$ cat src/rtl/led_mode_ctrl.sv
// led_mode_ctrl: debounced on/off push buttons drive an OFF/ON/BLINK mode FSM and an active-low LED
// clk        : system clock, all state on the rising edge
// rst_n      : asynchronous active-low reset
// button_on  : raw "on" button, active-low, asynchronous to clk
// button_off : raw "off" button, active-low, asynchronous to clk
// led        : registered LED drive, active-low (0 = lit)
// mode       : current state, 00 = OFF, 01 = ON, 10 = BLINK
module led_mode_ctrl #(
  parameter int DEBOUNCE_CYCLES   = 500000,
  parameter int BLINK_HALF_PERIOD = 12500000,
  parameter int CNT_W             = 24
) (
  input  logic       clk,
  input  logic       rst_n,
  input  logic       button_on,
  input  logic       button_off,
  output logic       led,
  output logic [1:0] mode
);
  typedef enum logic [1:0] {S_OFF = 2'b00, S_ON = 2'b01, S_BLINK = 2'b10} state_t;
  localparam logic [CNT_W-1:0] DEB_LAST   = CNT_W'(DEBOUNCE_CYCLES - 1);
  localparam logic [CNT_W-1:0] BLINK_LAST = CNT_W'(BLINK_HALF_PERIOD - 1);
  // bit 0 = "on" button, bit 1 = "off" button
  logic [1:0]       w_raw;
  logic [1:0]       r_meta, r_sync, r_stable, r_stable_d, r_press;
  logic [CNT_W-1:0] r_deb_cnt [2];
  state_t           r_state, w_next;
  logic [CNT_W-1:0] r_blink_cnt, w_blink_cnt_n;
  logic             r_lit, w_lit_n, r_led, w_led_n;
  assign w_raw = {button_off, button_on};
  always_ff @(posedge clk or negedge rst_n)
    if (!rst_n) begin
      r_meta     <= '1;
      r_sync     <= '1;
      r_stable   <= '1;
      r_stable_d <= '1;
      r_press    <= '0;
      for (int i = 0; i < 2; i++) r_deb_cnt[i] <= '0;
    end else begin
      r_meta     <= w_raw;
      r_sync     <= r_meta;
      r_stable_d <= r_stable;
      // one-cycle pulse the edge after the debounced level falls
      r_press    <= r_stable_d & ~r_stable;
      for (int i = 0; i < 2; i++)
        if (r_sync[i] == r_stable[i]) r_deb_cnt[i] <= '0;
        else if (r_deb_cnt[i] == DEB_LAST) begin
          r_stable[i]  <= r_sync[i];
          r_deb_cnt[i] <= '0;
        end else r_deb_cnt[i] <= r_deb_cnt[i] + 1'b1;
    end
  // off beats on; a held off button masks on presses
  always_comb begin
    w_next = r_state;
    if (r_press[1]) w_next = S_OFF;
    else if (r_press[0] && r_stable[1]) w_next = (r_state == S_ON) ? S_BLINK : S_ON;
  end
  // blink timer restarts lit on entry and stays idle outside BLINK
  always_comb begin
    w_blink_cnt_n = '0;
    w_lit_n       = 1'b1;
    if (w_next == S_BLINK && r_state == S_BLINK) begin
      w_blink_cnt_n = (r_blink_cnt == BLINK_LAST) ? '0 : r_blink_cnt + 1'b1;
      w_lit_n       = (r_blink_cnt == BLINK_LAST) ? ~r_lit : r_lit;
    end
    w_led_n = ~((w_next == S_ON) || (w_next == S_BLINK && w_lit_n));
  end
  always_ff @(posedge clk or negedge rst_n)
    if (!rst_n) begin
      r_state     <= S_OFF;
      r_blink_cnt <= '0;
      r_lit       <= 1'b1;
      r_led       <= 1'b1;
    end else begin
      r_state     <= w_next;
      r_blink_cnt <= w_blink_cnt_n;
      r_lit       <= w_lit_n;
      r_led       <= w_led_n;
    end
  assign led  = r_led;
  assign mode = r_state;
endmodule

$ cat config.mk
export PLATFORM = sky130hd
export DESIGN_NAME = led_mode_ctrl
export DESIGN_NICKNAME = d
export VERILOG_FILES = /design/src/rtl/led_mode_ctrl.sv
export SDC_FILE = /design/constraint.sdc
export NUM_CORES = 1
export LEC_CHECK = 0
export ABC_AREA = 1
export CAP_MARGIN = 10
export CORE_MARGIN = 8
export CORE_UTILIZATION = 51
export CTS_CLUSTER_SIZE = 12
export DETAILED_ROUTE_END_ITERATION = 7
export PLACE_DENSITY = 0.67
export SYNTH_ARGS = -nofsm -noshare
export SYNTH_HDL_FRONTEND = slang
export SYNTH_SLANG_ARGS = --single-unit
$ cat constraint.sdc
create_clock -name clk -period 1.8 [get_ports clk]
set_input_delay 0.27 -clock clk [delete_from_list [all_inputs] [get_ports clk]]
set_output_delay 0.27 -clock clk [all_outputs]
set_load 0.02 [all_outputs]
* After elaboration in Yosys (flattened, before gate mapping) *
Index checks and enable logic that the tools add are counted.

storage, ports and cells
  logic and storage cells = 47
  input port bits = 4
  register bits after elaboration = 86
  output and inout port bits = 3

cells by class
  add/subtract/negate cells = 3
  eq/ne operators = 9
  mux-type cells = 11
  reductions and logical operators = 6
  bitwise gates (word level) = 6

operators with widths
  operator               number
  $mux 24                6
  $add 24x1->24 const B  3
  $eq 24x19->1 const B   2
  $eq 24x24->1 const B   1
  $mux 2                 3
  $eq 2x1->1 const B     2
  $eq 2x2->1 const B     2
  $not 1->1              4
  $reduce_and 2->1       2
  $logic_and 1x1->1      3
  $and 2x2->2            1
  $eq 1x1->1             2
  $mux 1                 2
  $not 2->2              1
  $logic_or 1x1->1       1

* Logic depth before layout (Yosys ltp) *
  depth in word-level cells = 10
  depth in mapped cells = 10
  gate-level depth less buffers = 10

* Worst setup path after synthesis *
OpenSTA, ideal clock, no wires.

  kind = reg-to-reg
  from = reg r_blink_cnt[0]
  to = reg r_blink_cnt[18]
  stages on the path, launching flop included = 10
  slack = 0.347 ns
  path buffers = 0
  setup time = 0.119 ns
  data arrival time = 1.334 ns
  period minus slack after synthesis = 1.453 ns
  required time = 1.681 ns
  cells stage by stage = dfrtp_1 ha_1 nand2_2 nor2_4 nand2_4 nor2_4 nand2_4 nor2_4 xnor2_1 nor2_2

between the ends
  word-level cells in the longest chain between the ends = 3
  elaborated cells on any way between the ends = 4
  classes of those cells = add/sub: 1; eq/ne: 1; mux: 2

ends and longest elaborated chain
  element                                               RTL line  source
  start: declaration                                    28        logic [CNT_W-1:0] r_blink_cnt, w_blink_cnt_n;
  start signal: assignment                              76        r_blink_cnt <= w_blink_cnt_n;
  $add 24x1->24 / $eq 24x24->1 (equally long branches)  63        w_blink_cnt_n = (r_blink_cnt == BLINK_LAST) ? '0 : r_blink_cnt + 1'b1;
  $mux 24 *                                             63
  $mux 24 *                                             62        if (w_next == S_BLINK && r_state == S_BLINK) begin
  net w_blink_cnt_n[18]                                 28

The timed path passes the listed nets; every way through them passes the cells marked *.
A chain may end at the register's enable or synchronous reset.

* Final worst setup path *
  from = reg r_led, in the netlist led
  to = out led

RTL lines
  element                   RTL line  source
  start: declaration        29        logic r_lit, w_lit_n, r_led, w_led_n;
  start signal: assignment  78        r_led <= w_led_n;
  end: declaration          17        output logic led,

No word-level cell between the ends.

==> run_summary.xml <==
<?xml version="1.0" encoding="UTF-8"?>
<metrics>
  <group name="status">
    <metric name="run_status" unit="">complete, no violations</metric>
  </group>
  <group name="setup_path">
    <metric name="start_kind" unit="">flop</metric>
    <metric name="required_time_of_the_critical_path" unit="ns">1.53</metric>
    <metric name="critPathTopFamily" unit="">buffers and inverters</metric>
    <metric name="crit_path_cell_trace" unit="">clkdlybuf4s50_1</metric>
    <metric name="worst-setup-path-type" unit="">reg2out</metric>
    <metric name="critPathSlowestCell" unit="">clkdlybuf4s50_1</metric>
    <metric name="maximum_net_fanout_on_the_critical_path" unit="">1</metric>
    <metric name="critPathMaxStageDelay" unit="ns">0.60</metric>
    <metric name="cp.buffers_inverters" unit="">1</metric>
    <metric name="critPathCaptureType" unit="">output port</metric>
    <metric name="cp.arrival" unit="ns">1.47</metric>
  </group>
  <group name="floorplan">
    <metric name="die-height" unit="um">112</metric>
    <metric name="design.die.area" unit="um^2">12600</metric>
    <metric name="floorplan.initialDensity" unit="%">52.0</metric>
    <metric name="die_w" unit="um">112</metric>
    <metric name="std_cell_rows" unit="">35</metric>
    <metric name="core-area" unit="um^2">9110</metric>
    <metric name="top_level_ports" unit="">7</metric>
  </group>
  <group name="pwr">
    <metric name="power_per_unit_of_standard_cell_area" unit="nW/um^2">649</metric>
    <metric name="cellLeakagePower" unit="nW">2.36</metric>
    <metric name="post-layout-total-power" unit="mW">3.38</metric>
    <metric name="irDropWorstVdd" unit="mV">0.476</metric>
  </group>
  <group name="layout">
    <metric name="final-instance-count-excl-fill" unit="">776</metric>
    <metric name="layout-drive-gt1-share" unit="%">9.77</metric>
    <metric name="layout-area-overhead-vs-synth" unit="%">9.79</metric>
    <metric name="layout.filler_cells" unit="">845</metric>
    <metric name="antennaDiodeCount" unit="">0</metric>
    <metric name="nets_finish" unit="">667</metric>
  </group>
  <group name="min_path">
    <metric name="min_path_type" unit="">in2reg</metric>
  </group>
  <group name="sta">
    <metric name="share_of_the_clock_period_used_by_the_worst_path" unit="%">96.6</metric>
    <metric name="max_freq" unit="MHz">575</metric>
    <metric name="setup-tns-final" unit="ns">0</metric>
    <metric name="hold_fails_final_rpt" unit="">0</metric>
    <metric name="period_needed" unit="ns">1.74</metric>
    <metric name="worst-slew-pin-transition" unit="ns">0.583</metric>
    <metric name="worst_clock_skew" unit="ns">0.00934</metric>
    <metric name="grt_setup_unrepaired" unit="">false</metric>
    <metric name="fin_worst_setup_slack" unit="ns">0.0617</metric>
    <metric name="report.final.setup_viol" unit="">0</metric>
    <metric name="slew_violations" unit="">0</metric>
    <metric name="relative_max_transition_margin" unit="%">61.1</metric>
  </group>
  <group name="place">
    <metric name="gp_congestion" unit="">0.965</metric>
    <metric name="placed_cell_count" unit="">759</metric>
    <metric name="place_worst_setup_slack" unit="ns">0.192</metric>
    <metric name="io_buffers" unit="">6</metric>
    <metric name="place_hpwl" unit="um">7630</metric>
  </group>
  <group name="logic_synthesis">
    <metric name="synth_simple_gate_area_share" unit="%">37.7</metric>
    <metric name="yosysWarningCount" unit="">0</metric>
    <metric name="compound_cell_area_share_of_the_yosys_netlist" unit="%">3.46</metric>
    <metric name="synthXorXnorAreaFrac" unit="%">4.43</metric>
    <metric name="yosys.cell_types.count" unit="">32</metric>
    <metric name="synth.mux.area_fraction" unit="%">0</metric>
    <metric name="netlist_instances" unit="">638</metric>
    <metric name="syn_nets" unit="">645</metric>
    <metric name="ys_seq_elements" unit="">86</metric>
    <metric name="synth_seq_area_share" unit="%">45.7</metric>
    <metric name="syn_area_per_cell" unit="um^2">7.43</metric>
    <metric name="synth_area" unit="um^2">4740</metric>
    <metric name="synth_top_family_by_area" unit="">simple AND/OR/NAND/NOR gates</metric>
    <metric name="synth_fa_ha_area_share" unit="%">0.792</metric>
  </group>
  <group name="detailed_routing">
    <metric name="antenna_violating_nets_post_route" unit="">0</metric>
    <metric name="average_via_count_per_standard_cell" unit="">5.17</metric>
    <metric name="count_of_unresolved_drc_violations_after_routing" unit="">0</metric>
    <metric name="detail_route.first_pass.iterations" unit="">5</metric>
    <metric name="route.final.wire_length" unit="um">10100</metric>
    <metric name="route.detailed.wl_per_inst" unit="um">13.0</metric>
    <metric name="number_of_violations_reported_at_the_end_of_detailed_routing_iteration_0" unit="">303</metric>
    <metric name="count_of_vias_placed_by_the_detailed_router" unit="">4011</metric>
  </group>
  <group name="clock_network">
    <metric name="reg_clk_slew_reported_paths" unit="ns">0.10</metric>
    <metric name="tritoncts.num_buffers" unit="">9</metric>
    <metric name="ctsRootBufferMaster" unit="">clkbuf_8</metric>
    <metric name="clockBufferDepth" unit="">2</metric>
    <metric name="clock_tree_from_tritoncts" unit="">yes</metric>
    <metric name="cts-htree-levels" unit="">3</metric>
    <metric name="clkLatencyLatePin" unit="ns">0.35</metric>
    <metric name="clock-sinks" unit="">86</metric>
  </group>
  <group name="job">
    <metric name="maxCapViolCount" unit="">0</metric>
  </group>
  <group name="grt">
    <metric name="gr-total-overflow" unit="">0</metric>
    <metric name="grt_pass1_wl" unit="um">17600</metric>
    <metric name="global_route.usage.total" unit="%">17.0</metric>
    <metric name="antenna_found_initial" unit="">0</metric>
    <metric name="first_global_vias" unit="">3847</metric>
    <metric name="pin_count_of_the_biggest_net_entering_global_routing" unit="">44</metric>
  </group>
</metrics>
placed cells by master (no fill, tap or decap), types with 2 or more instances in the layout:
master	netlist	layout
xor2_1	19	19
inv_1	93	93
nor3_1	32	32
nor4_1	2	2
nor3_2	3	3
o21ai_0	10	10
nand3_1	38	38
nand2_2	1	2
a211oi_1	3	3
nand2_4	3	3
nor2_2	9	8
nand4_1	10	10
nor2_1	121	121
clkbuf_8	0	10
dfstp_2	10	10
buf_4	2	6
nor3b_1	4	4
nor3_4	2	2
clkdlybuf4s50_1	0	5
inv_6	0	2
nand3b_1	3	3
nand3_2	2	2
buf_12	0	2
dfrtp_1	76	76
nor2_4	5	6
a21oi_1	15	15
xnor2_1	5	5
clkinv_4	0	2
inv_2	2	2
nand2_1	159	158
ha_1	3	3
Yosys cell counts:
library cell,n,area (um^2)
o21bai_1,1,7.51
nor3b_1,4,30.0
ha_1,3,37.5
nand3_2,2,20.0
inv_1,93,349
nor3_4,2,32.5
buf_4,2,15.0
nor2_2,9,56.3
nor3_2,3,30.0
a21oi_1,15,75.1
nor3b_2,1,12.5
nand3b_1,3,22.5
xnor2_1,5,43.8
nor2_4,5,56.3
clkbuf_1,1,3.75
inv_2,2,7.51
nand3_1,38,190
nor2_1,121,454
nand4_1,10,62.6
xor2_1,19,166
o21ai_0,10,50.1
a211oi_1,3,22.5
or2_1,1,6.26
dfrtp_1,76,1900
nor3_1,32,160
dfstp_2,10,263
nor4_1,2,12.5
nand2_4,3,33.8
nand2_2,1,6.26
o21ai_2,1,8.76
or2_2,1,6.26
nand2_1,159,597
power by group:
| group | leakage (nW) | switching (mW) | internal [mW] | total [mW] |
|---|---|---|---|---|
| Clock | 0.0954 | 0.747 | 0.564 | 1.31 |
| Combinational | 1.10 | 0.0702 | 0.0332 | 0.103 |
| Sequential | 1.16 | 0.0120 | 1.95 | 1.96 |
metal layers:
layer	GRT usage (%)	vias up	routed length, um
met2	26.8	88	4610
met1	22.5	1870	4840
li1	-	2032	-
met5	0	-	0
met3	4.03	21	423
met4	5.22	0	204
path summary, 6_finish.rpt:
path / end / start / depth (start not counted) / slack (ns)
setup / recovery: led / led / 1 / 0.06
hold / removal: r_meta[0] / button_on / 1 / 0.31
setup reg to reg: r_deb_cnt[38] / r_deb_cnt[24] / 9 / 0.17
hold reg to reg: r_sync[1] / r_meta[1] / 0 / 0.37
max in group asynchronous: r_deb_cnt[41] / rst_n / 3 / 0.80
min in group asynchronous: r_press[1] / rst_n / 2 / 0.46
registers in the layout, indices dropped and copies added, names as in the netlist:
register     cells
led              1
mode             2
r_blink_cnt     24
r_deb_cnt       48
r_lit            1
r_meta           2
r_press          2
r_stable         2
r_stable_d       2
r_sync           2
final cells by class:
type | instances | area [um^2] | share of cell area [%]
clock inverters | 6 | 53.8 | 1.03
clock buffers | 10 | 138 | 2.64
multi-input cells | 454 | 2210 | 42.4
repair buffers | 14 | 145 | 2.79
well taps | 111 | 139 | 2.67
inverters | 95 | 357 | 6.85
flip-flops and latches | 86 | 2160 | 41.6
cell families (layout without fill, tap and decap cells):
kind of cell    after synthesis  in the layout
fa+ha+maj                     3              3
xor+xnor                     24             24
simple gates                397            397
buf+inv                      98            125
compound gates               30             30
flops                        86             86
worst register-to-register path: cells and delay by family (launching register included):
| family | cells | cell delay, ns |
|---|---|---|
| adders and majority gates | 1 | 0.19 |
| buffers and inverters | 1 | 0.15 |
| DFF | 1 | 0.41 |
| and+or+nand+nor | 7 | 0.77 |
per-stage QoR:
step | hold slack [ns] | util (%) | cell area, um^2
5_1_grt | 0.288 | 57.1 | 5200
6_report | 0.312 | 57.1 | 5200
3_3_place_gp | 0.309 | 54.8 | 5000
2_1_floorplan | -0.0256 | - | 4740
3_5_place_dp | 0.306 | 54.8 | 5000
4_1_cts | 0.292 | 57.1 | 5200
what timing repair did:
action,in CTS,in global routing
hold endpoints to repair,31,0
hold buffers,1,0
resized for setup,0,2
setup endpoints to repair,0,1
setup buffers,0,0
(Power assumes the default switching activity.)
